$ cat config.mk
export PLATFORM = sky130hd
export DESIGN_NAME = ddr3_refresh_sched
export DESIGN_NICKNAME = d
export VERILOG_FILES = /design/src/rtl/ddr3_refresh_sched.sv
export SDC_FILE = /design/constraint.sdc
export NUM_CORES = 1
export LEC_CHECK = 0
export ABC_AREA = 1
export BUFFER_PORTS_ARGS = -buffer_cell sky130_fd_sc_hd__buf_2
export CORE_MARGIN = 4
export CORE_UTILIZATION = 30
export CTS_CLUSTER_SIZE = 28
export DETAILED_ROUTE_END_ITERATION = 16
export PLACE_DENSITY = 0.48
export SYNTH_ARGS = -nofsm -noshare
export SYNTH_HDL_FRONTEND = slang
export SYNTH_SLANG_ARGS = --single-unit
$ cat constraint.sdc
create_clock -name clk -period 3.4 [get_ports clk]
set_input_delay 0 -clock clk [delete_from_list [all_inputs] [get_ports clk]]
set_output_delay 0 -clock clk [all_outputs]
set_load 0.02 [all_outputs]
$ cat src/rtl/ddr3_refresh_sched.sv
// rtl/ddr3_refresh_sched.sv - DDR3 refresh scheduler: tREFI tracking, owed-refresh postponement, bank drain, tRFC hold-off
// Optional feature macro: DDR3_REF_STATS_EN adds the ref_count output (REF commands issued).
`timescale 1ns/1ps
module ddr3_refresh_sched #(
    parameter int T_REFI    = 6240,
    parameter int T_RFC     = 88,
    parameter int URGENT_TH = 4,
    parameter int MAX_OWED  = 8
) (
    input  logic        clk,
    input  logic        rst_n,
    input  logic        refresh_en,
    input  logic [3:0]  bank_idle,
    output logic        refresh_req,
    output logic        refresh_cmd_valid,
    output logic        refresh_busy,
    output logic [3:0]  owed_cnt,
    output logic        urgent,
    output logic        ref_violation
`ifdef DDR3_REF_STATS_EN
    ,
    output logic [15:0] ref_count
`endif
);

    localparam int REFI_W = $clog2(T_REFI);
    localparam int RFC_W  = $clog2(T_RFC);

    localparam logic [REFI_W-1:0] REFI_LAST = REFI_W'(T_REFI - 1);
    // WAIT_RFC spans T_RFC-1 cycles, so its counter ends at T_RFC-2.
    localparam logic [RFC_W-1:0]  RFC_LAST  = RFC_W'(T_RFC - 2);
    localparam logic [3:0]        OWED_MAX  = 4'(MAX_OWED);
    localparam logic [3:0]        URG_LVL   = 4'(URGENT_TH);

    typedef enum logic [1:0] {
        IDLE     = 2'd0,
        DRAIN    = 2'd1,
        ISSUE    = 2'd2,
        WAIT_RFC = 2'd3
    } state_t;

    state_t            state;
    state_t            next_state;
    logic [REFI_W-1:0] refi_cnt;
    logic [RFC_W-1:0]  rfc_cnt;
    logic              refi_wrap;
    logic              rfc_done;
    logic              all_idle;
    logic              start_ok;

    assign all_idle     = (bank_idle == 4'hF);
    assign refi_wrap    = refresh_en && (refi_cnt == REFI_LAST);
    assign rfc_done     = (rfc_cnt == RFC_LAST);
    assign urgent       = (owed_cnt >= URG_LVL);
    assign refresh_busy = (state != IDLE);
    assign start_ok     = refresh_en && (owed_cnt != 4'd0) && (urgent || all_idle);

    // tREFI interval counter: free-runs while enabled, holds while disabled.
    always_ff @(posedge clk or negedge rst_n) begin
        if (!rst_n) begin
            refi_cnt <= '0;
        end else if (refresh_en) begin
            refi_cnt <= refi_wrap ? '0 : refi_cnt + REFI_W'(1);
        end
    end

    // Owed-refresh bookkeeping; a wrap and a REF in the same cycle cancel out.
    always_ff @(posedge clk or negedge rst_n) begin
        if (!rst_n) begin
            owed_cnt      <= 4'd0;
            ref_violation <= 1'b0;
        end else begin
            case ({refi_wrap, refresh_cmd_valid})
                2'b10: begin
                    if (owed_cnt == OWED_MAX) begin
                        ref_violation <= 1'b1;
                    end else begin
                        owed_cnt <= owed_cnt + 4'd1;
                    end
                end
                2'b01:   owed_cnt <= owed_cnt - 4'd1;
                default: owed_cnt <= owed_cnt;
            endcase
        end
    end

    // tRFC hold-off counter, only advancing inside WAIT_RFC.
    always_ff @(posedge clk or negedge rst_n) begin
        if (!rst_n) begin
            rfc_cnt <= '0;
        end else if (state == WAIT_RFC && !rfc_done) begin
            rfc_cnt <= rfc_cnt + RFC_W'(1);
        end else begin
            rfc_cnt <= '0;
        end
    end

    // State register plus registered versions of the bank/cmd_gen strobes.
    always_ff @(posedge clk or negedge rst_n) begin
        if (!rst_n) begin
            state             <= IDLE;
            refresh_req       <= 1'b0;
            refresh_cmd_valid <= 1'b0;
        end else begin
            state             <= next_state;
            refresh_req       <= (next_state != IDLE);
            refresh_cmd_valid <= (next_state == ISSUE);
        end
    end

    // Next-state decode. At the end of tRFC a further owed refresh re-enters
    // DRAIN directly so back-to-back REFs are spaced T_RFC+1 cycles apart.
    always_comb begin
        next_state = state;
        case (state)
            IDLE:     if (start_ok) next_state = DRAIN;
            DRAIN:    if (all_idle) next_state = ISSUE;
            ISSUE:    next_state = WAIT_RFC;
            WAIT_RFC: if (rfc_done) next_state = start_ok ? DRAIN : IDLE;
            default:  next_state = IDLE;
        endcase
    end

`ifdef DDR3_REF_STATS_EN
    // REF statistics counter; wraps naturally at 16 bits.
    always_ff @(posedge clk or negedge rst_n) begin
        if (!rst_n) begin
            ref_count <= 16'd0;
        end else if (refresh_cmd_valid) begin
            ref_count <= ref_count + 16'd1;
        end
    end
`endif

endmodule

==> results.yml <==
power_and_ir_drop:
  power.share.sequential_pct: 45.0
  power.total_mw: 1.27
  power_density_nw_per_um2: 692
  p_leak_nw: 0.955
  netSwitchingFraction_pct: 38.7
  power.switching_mw: 0.491
  clkPwrFrac_pct: 24.6
  p_comb_share_pct: 30.4
  peakVddDrop_uv: 313
  power.internal_mw: 0.777
detailed_routing:
  routedWlPerCell_um: 10.6
  drtAntennaViolNets: 0
  vias: 1259
  dr.pass1.iters: 4
  viasPerCell: 4.40
  drc_errors: 0
  drt_iter0_markers: 47
  drt_wl_total_mm: 3.03
floorplan:
  coreArea_um2: 5110
  start_util_pct: 30.9
  die_h_um: 80.5
  num_rows: 26
  dieArea_um2: 6480
  io_pins: 16
  die_w_um: 80.5
synth:
  synth.most_common_cell: "nand2_1"
  syn_nets: 205
  synth.area.top_cells: "dfrtp_1 (46%), nand2_1 (9.3%), inv_1 (6.2%)"
  synth_top_area_share_pct: 46.0
  synth_cells: 194
  async_flop_share_pct: 100
  yosys_most_used_dff: "dfrtp_1"
  syn-mean-instance-area_um2: 8.13
  synth-seq-cells: 29
  yosysUniqueCellTypes: 31
  synth_edf_count: 0
  yosysWarnings: 0
  ys_top_cells_by_count: "nand2_1 (39), dfrtp_1 (29), inv_1 (26), nor2_1 (17), nand3_1 (16)"
  synth_top_area_cell: "dfrtp_1"
  syn_area_um2: 1580
  ys_seq_area_share_pct: 46.0
placement:
  gp_congestion: 0.834
  postPlaceCellArea_um2: 1720
  port_buffers: 15
  placed_cells: 277
  dp_hpwl_mm: 2.27
critical_path:
  end_kind: "flip-flop"
  critPathMaxFanout: 9
  crit_arrival_ns: 2.03
  worstSetupStartpointType: "flip-flop"
  crit_type: "flip-flop to flip-flop"
  required_ns: 3.61
clock_network:
  cts_tree: "built"
  cts_max_level: 2
  worstSkewPairLatency_ns: 0.28
  cts_resized: 0
  clkTransAtPathRegs_ns: 0.07
  clk_path_buf_depth: 2
  post-cts-setup-buffer-count: 0
  root_buffer: "clkbuf_8"
  numCtsBuffers: 5
  cts_sinks: 29
final_layout:
  antenna_cells: 0
  stdcell_area_um2: 1830
  layoutNonFillerInstCount: 286
  fillCellCount: 556
  area_delta_synth_final_pct: 16.2
  drive_gt1_share_pct: 19.0
  layout.nets: 226
run_status:
  status: "finished clean"
timing:
  worst_pin_slew_ns: 0.658
  fmax_mhz: 550
  fin_crit_sh_pct: 53.5
  finClkSkew_ns: 0.00888
  setup_viol_count_final: 0
  period_needed_ns: 1.82
  finalMaxSlewViolations: 0
  hold_viol: 0
  setup_tns_ns: 0
  max-slew-margin-rel_pct: 56.1
  grt_setup_unrepaired: "false"
global_routing:
  grt_max_degree: 30
  grtUsageTotal_pct: 11.2
  antenna_found_initial: 0
  grt_pass1_vias: 1287
  grt_overflow_total: 0
  grt_pass1_wl_mm: 5.58
job:
  maxCapViolCount: 0
min_path:
  min_path_type: "input port to flip-flop"
## area by class of cell
type / count / area [um2] / area share [%]
well taps: 70 / 87.6 / 4.78
inverters: 33 / 124 / 6.76
multi-input cells: 130 / 708 / 38.7
repair buffers: 16 / 85.1 / 4.64
clock inverters: 1 / 5.00 / 0.273
flip-flops and latches: 29 / 726 / 39.6
clock buffers: 7 / 96.3 / 5.26
## layout by cell type (no fill, tap or decap), types with 3 or more instances in the layout
master and n:
clkbuf_8 7, inv_2 5, ha_1 4, nor2_1 17
xor2_1 5, buf_2 15, o21ai_0 7, inv_1 26
nor3b_1 4, a21oi_1 7, dfrtp_1 29, nand2_4 3
nand2_1 39, nor3_1 7, nand3_1 16
## routing by layer
metal | vias up | share of wire (%) | GRT usage [%]
met4 | 0 | 1.7 | 5.57
met3 | 5 | 4.2 | 3.48
met5 | - | 0 | 0
li1 | 653 | - | -
met2 | 21 | 43 | 16.6
met1 | 580 | 51 | 14.8
## path summary, 6_finish.rpt
check,slack (ns),to,from,cells after the start
max reg2reg,1.58,owed_cnt[2],refi_cnt[1],15
max in group asynchronous,2.68,refresh_cmd_valid,rst_n,2
min,0.05,refresh_cmd_valid,bank_idle[0],3
min in group asynchronous,0.29,refi_cnt[9],rst_n,2
max,1.58,owed_cnt[2],refi_cnt[1],15
min reg2reg,0.50,rfc_cnt[0],rfc_cnt[0],1
## through the flow
| step | setup slack (ns) | util [%] | hold slack [ns] |
|---|---|---|---|
| after floorplan | 1.68 | - | -0.296 |
| after global placement | 1.62 | 33.7 | 0.0872 |
| after detailed placement | 1.58 | 33.7 | 0.103 |
| after CTS | 1.55 | 35.9 | 0.0355 |
| after global routing | 1.31 | 35.9 | 0.0519 |
| final | 1.58 | 35.9 | 0.0455 |
## power groups by stage
stage          logic [mW]  registers (mW)  clock network, mW
6_report            0.386           0.570              0.312
5_1_grt             0.454           0.590              0.341
4_1_cts             0.393           0.569              0.326
3_5_place_dp        0.389           0.573                  0
3_3_place_gp        0.394           0.576                  0
2_1_floorplan       0.294           0.564                  0
## cells by family (layout without fill, tap and decap cells)
logic type / Yosys count / in the layout / share of synthesized area (%)
AO/OA/AOI/OAI: 20 / 20 / 7.54
XOR/XNOR: 5 / 5 / 2.78
adder cells (fa/ha/maj): 4 / 4 / 3.17
buffers and inverters: 35 / 57 / 9.05
flip-flops: 29 / 29 / 46.0
AND/OR/NAND/NOR: 101 / 101 / 31.4
## worst max-delay path, stage by stage (launching register included)
cell	delay, ns
dfrtp_1	0.35
ha_1	0.16
nand2_1	0.07
clkinv_1	0.05
nand2_1	0.07
nor2_2	0.12
nand2_4	0.10
nand2_2	0.14
nand2_1	0.08
nand2_1	0.06
inv_1	0.04
ha_1	0.16
inv_1	0.04
nand2_1	0.05
xor2_1	0.16
o21ai_1	0.10
## sequential cells by signal, indices dropped and copies added, names as in the netlist
| signal | count |
|---|---|
| owed_cnt | 4 |
| ref_violation | 1 |
| refi_cnt | 13 |
| refresh_cmd_valid | 1 |
| refresh_req | 1 |
| rfc_cnt | 7 |
| state | 2 |
## repair_timing
item,CTS,global route
endpoints found under the setup margin,0,0
hold buffers,1,0
hold endpoints to repair,29,0
Power figures use the tool's default switching activity.
